## src/rtl/uart_tx_serializer.sv

```systemverilog
// uart_tx_serializer: pops bytes from the TX FIFO (1-cycle registered read)
// and serializes each one onto Tx as an 8N1 frame, LSB first. The bit time is
// CLKS_PER_BIT clock cycles.
// Optional build macro UART_TX_PARITY_EN inserts an even-parity bit between
// the last data bit and the stop bit.
// Every output comes from a register, so Tx and Fifo_Read have no
// combinational path from any input.
module uart_tx_serializer #(
  parameter int DATA_WIDTH   = 8,
  parameter int CLKS_PER_BIT = 16,
  parameter int CNT_WIDTH    = $clog2(CLKS_PER_BIT)
) (
  input  logic                  Clk,
  input  logic                  Reset,
  input  logic                  Tx_Enable,
  input  logic                  Fifo_Empty,
  input  logic [DATA_WIDTH-1:0] Fifo_Data,
  output logic                  Fifo_Read,
  output logic                  Tx,
  output logic                  Tx_Busy,
  output logic                  Tx_Done
);

  localparam int IDX_WIDTH = (DATA_WIDTH > 1) ? $clog2(DATA_WIDTH) : 1;
  localparam logic [CNT_WIDTH-1:0] CNT_LAST = CNT_WIDTH'(CLKS_PER_BIT - 1);
  localparam logic [IDX_WIDTH-1:0] IDX_LAST = IDX_WIDTH'(DATA_WIDTH - 1);

  typedef enum logic [2:0] {
    S_IDLE,
    S_FETCH,
    S_LOAD,
    S_START,
    S_DATA,
`ifdef UART_TX_PARITY_EN
    S_PARITY,
`endif
    S_STOP
  } state_t;

  state_t                  state_reg, state_next;
  logic [CNT_WIDTH-1:0]    cnt_reg, cnt_next;
  logic [IDX_WIDTH-1:0]    idx_reg, idx_next;
  logic [DATA_WIDTH-1:0]   shift_reg, shift_next;
  logic [DATA_WIDTH-1:0]   shift_right;
`ifdef UART_TX_PARITY_EN
  logic                    parity_reg, parity_next;
`endif

  logic tx_reg, tx_next;
  logic fifo_read_reg, fifo_read_next;
  logic busy_reg, busy_next;
  logic done_reg, done_next;

  logic bit_last;
  logic can_start;

  // A bit ends on the last cycle of the bit counter. A new frame can start
  // only when there is data and the engine is enabled.
  assign bit_last  = (cnt_reg == CNT_LAST);
  assign can_start = Tx_Enable && !Fifo_Empty;

  // Shift register moved one place toward the LSB; a zero fills the MSB.
  genvar gi;
  generate
    for (gi = 0; gi < DATA_WIDTH; gi++) begin : g_shift
      if (gi == DATA_WIDTH - 1) begin : g_msb
        assign shift_right[gi] = 1'b0;
      end else begin : g_bit
        assign shift_right[gi] = shift_reg[gi+1];
      end
    end
  endgenerate

  // Next-state, datapath and registered-output logic of the frame sequencer.
  always_comb begin
    state_next  = state_reg;
    cnt_next    = cnt_reg;
    idx_next    = idx_reg;
    shift_next  = shift_reg;
`ifdef UART_TX_PARITY_EN
    parity_next = parity_reg;
`endif

    case (state_reg)
      S_IDLE: begin
        cnt_next = '0;
        if (can_start) begin
          state_next = S_FETCH;
        end
      end
      S_FETCH: begin
        state_next = S_LOAD;
      end
      S_LOAD: begin
        // FIFO data is valid now, one cycle after the pop strobe.
        shift_next  = Fifo_Data;
`ifdef UART_TX_PARITY_EN
        parity_next = ^Fifo_Data;
`endif
        cnt_next    = '0;
        idx_next    = '0;
        state_next  = S_START;
      end
      S_START: begin
        if (bit_last) begin
          cnt_next   = '0;
          state_next = S_DATA;
        end else begin
          cnt_next = cnt_reg + CNT_WIDTH'(1);
        end
      end
      S_DATA: begin
        if (bit_last) begin
          cnt_next   = '0;
          shift_next = shift_right;
          if (idx_reg == IDX_LAST) begin
            idx_next   = '0;
`ifdef UART_TX_PARITY_EN
            state_next = S_PARITY;
`else
            state_next = S_STOP;
`endif
          end else begin
            idx_next = idx_reg + IDX_WIDTH'(1);
          end
        end else begin
          cnt_next = cnt_reg + CNT_WIDTH'(1);
        end
      end
`ifdef UART_TX_PARITY_EN
      S_PARITY: begin
        if (bit_last) begin
          cnt_next   = '0;
          state_next = S_STOP;
        end else begin
          cnt_next = cnt_reg + CNT_WIDTH'(1);
        end
      end
`endif
      S_STOP: begin
        if (bit_last) begin
          cnt_next   = '0;
          state_next = can_start ? S_FETCH : S_IDLE;
        end else begin
          cnt_next = cnt_reg + CNT_WIDTH'(1);
        end
      end
      default: begin
        state_next = S_IDLE;
        cnt_next   = '0;
        idx_next   = '0;
      end
    endcase

    // The outputs are computed from the next state. Registering them keeps
    // them aligned with the state register and free of input glitches.
    case (state_next)
      S_START:  tx_next = 1'b0;
      S_DATA:   tx_next = shift_next[0];
`ifdef UART_TX_PARITY_EN
      S_PARITY: tx_next = parity_next;
`endif
      default:  tx_next = 1'b1;
    endcase

    fifo_read_next = (state_next == S_FETCH);
    busy_next      = (state_next != S_IDLE);
    done_next      = (state_next == S_STOP) && (cnt_next == CNT_LAST);
  end

  // State, datapath and output registers. Reset forces the line high at once.
  always_ff @(posedge Clk or negedge Reset) begin
    if (!Reset) begin
      state_reg     <= S_IDLE;
      cnt_reg       <= '0;
      idx_reg       <= '0;
      shift_reg     <= '0;
`ifdef UART_TX_PARITY_EN
      parity_reg    <= 1'b0;
`endif
      tx_reg        <= 1'b1;
      fifo_read_reg <= 1'b0;
      busy_reg      <= 1'b0;
      done_reg      <= 1'b0;
    end else begin
      state_reg     <= state_next;
      cnt_reg       <= cnt_next;
      idx_reg       <= idx_next;
      shift_reg     <= shift_next;
`ifdef UART_TX_PARITY_EN
      parity_reg    <= parity_next;
`endif
      tx_reg        <= tx_next;
      fifo_read_reg <= fifo_read_next;
      busy_reg      <= busy_next;
      done_reg      <= done_next;
    end
  end

  assign Tx        = tx_reg;
  assign Fifo_Read = fifo_read_reg;
  assign Tx_Busy   = busy_reg;
  assign Tx_Done   = done_reg;

endmodule
```

## config.mk

```make
export PLATFORM = sky130hd
export DESIGN_NAME = uart_tx_serializer
export DESIGN_NICKNAME = d
export VERILOG_FILES = /design/src/rtl/uart_tx_serializer.sv
export SDC_FILE = /design/constraint.sdc
export NUM_CORES = 1
export LEC_CHECK = 0
export BUFFER_PORTS_ARGS = -buffer_cell sky130_fd_sc_hd__buf_2
export CORE_ASPECT_RATIO = 0.75
export CORE_MARGIN = 5
export CORE_UTILIZATION = 41
export CTS_CLUSTER_DIAMETER = 200
export DETAILED_ROUTE_END_ITERATION = 12
export GPL_TIMING_DRIVEN = 0
export PLACE_DENSITY = 0.61
export REMOVE_ABC_BUFFERS = 1
export SYNTH_ARGS = -nofsm -noshare
export SYNTH_HDL_FRONTEND = slang
export SYNTH_SLANG_ARGS = --single-unit
```

## constraint.sdc

```tcl
create_clock -name Clk -period 2.43 [get_ports Clk]
set_input_delay 0.3645 -clock Clk [delete_from_list [all_inputs] [get_ports Clk]]
set_output_delay 0.3645 -clock Clk [all_outputs]
set_load 0.01 [all_outputs]
```

# == Yosys cells after proc, flatten, opt, wreduce, memory -nomap -nowiden ==
# Cells that the tools add are included.
# word_totals
wordCells,50
inputBits,12
reg_bits,22
# op_classes
reduce_logical,10
bitwise_logic,1
n_addsub,2
eq_ne,13
muxes,15
# op_table
operator,count
$mux 3,7
$pmux 3 s6,1
$pmux 8 s2,1
$eq 3x3->1 const B,5
$eq 3x2->1 const B,3
$eq 4x4->1 const B,2
$mux 8,1
$pmux 4 s2,1
$eq 3x1->1 const B,2
$pmux 3 s2,1
$add 4x1->4 const B,1
$mux 4,1
$reduce_and 2->1,2
$reduce_or 4->1,1
$add 3x1->3 const B,1
$logic_not 3->1,1
$reduce_bool 3->1,1
$reduce_or 3->1,1
$logic_and 1x1->1,2
$ne 2x2->1 const B,1
$pmux 1 s2,1
$reduce_bool 2->1,1
$logic_not 1->1,1
$mux 1,1
$not 1->1,1

# == Logic depth before layout (Yosys ltp) ==
# depth
depth_word,7
mapped_depth,6
mapped_depth_nobuf,6

# == Worst setup path after synthesis ==
# No wires, ideal clock.
# synth_path
kind,reg2reg
startpoint,register cnt_reg[0]
endpoint,register tx_reg (netlist: Tx)
stages_incl_launch_ff,6
path_buffers,0
setup_time_ns,0.082
t_arrival_ns,1.618
slack_ns,0.730
cell_sequence,dfrtp_1 > ha_1 > and4_1 > and2_1 > a221o_1 > o31a_1
# synth_lines
item,line_no,rtl
"start, declared",41,"logic [CNT_WIDTH-1:0] cnt_reg, cnt_next;"
"start signal, assigned",187,cnt_reg <= cnt_next;
$eq 4x4->1,59,assign bit_last = (cnt_reg == CNT_LAST);
$mux 8,113,if (bit_last) begin
$pmux 8 s2,84,case (state_reg)
via shift_next[0],43,"logic [DATA_WIDTH-1:0] shift_reg, shift_next;"
$pmux 1 s2,157,case (state_next)
via tx_next,49,"logic tx_reg, tx_next;"
"end signal, assigned",193,tx_reg <= tx_next;
"end, declared",49,
# The timed path passes the listed nets, and every way through them passes these cells. The select of a mux whose other input is x is not followed.
# A chain may end at the register's enable or synchronous reset.

# == Worst setup path in the final report ==
# Same ends and word-level chain as after synthesis.

==> results.yml <==
placed_design:
  port_buffers: 15
  dp_cells: 160
  gp_congestion: 0.788
  place_hpwl_um: 1610
synth:
  synth_seq_cells: 22
  synth_top_area_share_pct: 46.3
  syn_inst: 114
  synth-xor-area-share_pct: 0
  yosys.area.top_type: "dfrtp_1"
  synth_top_flop_cell: "dfrtp_1"
  postSynth.asyncResetShare_pct: 100
  synth_top_family_by_area: "compound AO/OA/AOI/OAI gates"
  yosys.area_share.simple_pct: 21.8
  synth_edf_count: 0
  synthAdderAreaFrac_pct: 3.31
  netlist_area_um2: 1130
  synth_area_leaders: "dfrtp_1 46%, a22oi_1 6.0%, nand2_1 6.0%, ha_1 3.3%, nand2b_1 2.8%"
  ys_seq_area_share_pct: 48.6
  synth-compound-area-share_pct: 22.2
  synthTopCellsByCount: "21 x dfrtp_1, 18 x nand2_1, 9 x a22oi_1"
  synthMuxAreaShare_pct: 0
  synthDistinctLibCells: 38
  syn-mean-instance-area_um2: 9.95
  synthMostInstantiatedCell: "dfrtp_1"
  yosysWarnings: 0
critical_path:
  worstSetupPathType: "flip-flop to flip-flop"
  rr_startpoint: "cnt_reg[0]"
  crit_fanout: 11
  worstSetupEndpointType: "flip-flop"
  cp-start-kind: "flip-flop"
  r2r_end: "Tx"
  worstPathRequired_ns: 2.62
  cp_data_arrival_time_ns: 2.25
  rr_worst_depth: 5
  r2r_slack_ns: 0.36
drt:
  detail-route-antenna-nets: 0
  via_per_inst: 5.32
  drc_errors: 0
  drt_pass1_iterations: 4
  drtIter0Drc: 19
  routed_wl_um: 2170
  vias: 872
  avgRoutedWirePerCell_um: 13.2
power_and_ir_drop:
  p_per_area_nw_per_um2: 1070
  ir_drop_mv: 0.418
  leakage_uw: 0.000625
global_routing:
  grt_use_total_pct: 12.4
  overflow: 0
  grt_pass1_vias: 875
  antenna_found_initial: 0
  grt_pass1_wl_um: 3920
  grt_max_degree: 23
cells_and_area:
  nNetsFinal: 144
  fillers: 254
  drive_gt1_share_pct: 18.8
  antenna_cells: 0
  largest_reg_flops: 8
  synthToLayoutAreaGrowth_pct: 14.4
  fin_cells: 164
sta:
  min_period_ns: 2.07
  fin_crit_sh_pct: 85.0
  fin_skew_ns: 0.000836
  tightest_slew_ns: 0.554
  tns_ns: 0
  hold_viol: 0
  setup_viol: 0
  fmax_ghz: 0.484
  slew_headroom_pct: 63.1
  grt_setup_unrepaired: "no"
  drv_slew: 0
die:
  dieWidth_um: 70.8
  die_y_um: 55.6
  num_rows: 16
  core-area_um2: 2620
  boundaryPins: 16
  initial_core_util_pct: 43.3
  die-area_um2: 3930
clocking:
  clk_latency_ns: 0.26
  cts_tree: "done"
  cts_root_buf: "clkbuf_8"
  path_clk_slew_ns: 0.07
  cts_hold_buffers: 0
  cts_setup_buffers: 0
  htreeDepth: 1
  cts_made_buffers: 3
  cts.repair.resized: 0
  clockBufferDepth: 2
  cts.sinks: 22
worst_hold_path:
  worstHoldPathType: "input pin to async pin"
run_status:
  status: "finished clean"
flow_run:
  cap_violations: 0
-- power breakdown --
part / switching [uW] / internal [uW] / leakage [uW]
registers: 122 / 489 / 0.000268
logic: 232 / 221 / 0.000322
clock network: 111 / 220 / 0.0000357
total: 466 / 930 / 0.000625
-- worst max path at each step --
stage                    start  to  slack (ns)  cells past startpoint
floorplan           cnt_reg[0]  Tx        0.62                      5
global placement    cnt_reg[0]  Tx        0.42                      5
detailed placement  cnt_reg[0]  Tx        0.39                      5
CTS                 cnt_reg[0]  Tx        0.37                      5
global route        cnt_reg[0]  Tx        0.26                      5
finish              cnt_reg[0]  Tx        0.36                      5
-- through the flow --
step / power, uW / area [um2] / hold slack (ns) / setup slack, ns / utilization (%)
detailed placement: 1070 / 1230 / 0.344 / 0.392 / 46.8
CTS: 1410 / 1300 / 0.0585 / 0.370 / 49.5
global placement: 1050 / 1230 / 0.344 / 0.419 / 46.8
global route: 1520 / 1300 / 0.0817 / 0.256 / 49.5
finish: 1400 / 1300 / 0.0495 / 0.364 / 49.5
floorplan: 944 / 1110 / 0.0689 / 0.617 / -
-- metal layers --
metal	track usage [%]	routed length (um)
met1	16.3	1070
met2	18.9	972
met3	5.07	116
met4	3.22	15
met5	0	0
-- layout by cell type, fill, tap and decap left out, types with 2 or more instances in the layout --
master     netlist  final
nand3b_1         2      2
and2b_1          2      2
and3_1           2      2
dfrtp_1         21     21
o2bb2ai_1        2      2
o21ai_1          2      2
o21ai_0          2      2
nand2b_1         5      5
ha_1             3      3
a22o_1           3      3
and2_1           2      2
a21oi_1          5      5
inv_1            5      5
buf_2            4     15
nor2_1           6      6
a22oi_1          9      9
clkbuf_8         0      3
nand2_1         18     18
-- critical path, cell delays in order (launching register included) --
cell and delay [ns]:
dfrtp_1 0.46, ha_1 0.30, and4_1 0.24, and2_1 0.32, a221o_1 0.43, o31a_1 0.25
-- cells by family after synthesis --
group,count (synthesis)
flip-flops,22
AND/OR/NAND/NOR,46
buffers and inverters,10
adder cells (fa/ha/maj),3
AO/OA/AOI/OAI,33
-- final cells by class --
type	count	area, um2	area share [%]
inverters	5	18.8	1.45
multi-input cells	82	537	41.3
clock inverters	1	30.0	2.31
well taps	36	45.0	3.47
flip-flops and latches	22	552	42.5
repair buffers	15	75.1	5.78
clock buffers	3	41.3	3.18
Power figures use the tool's default switching activity.
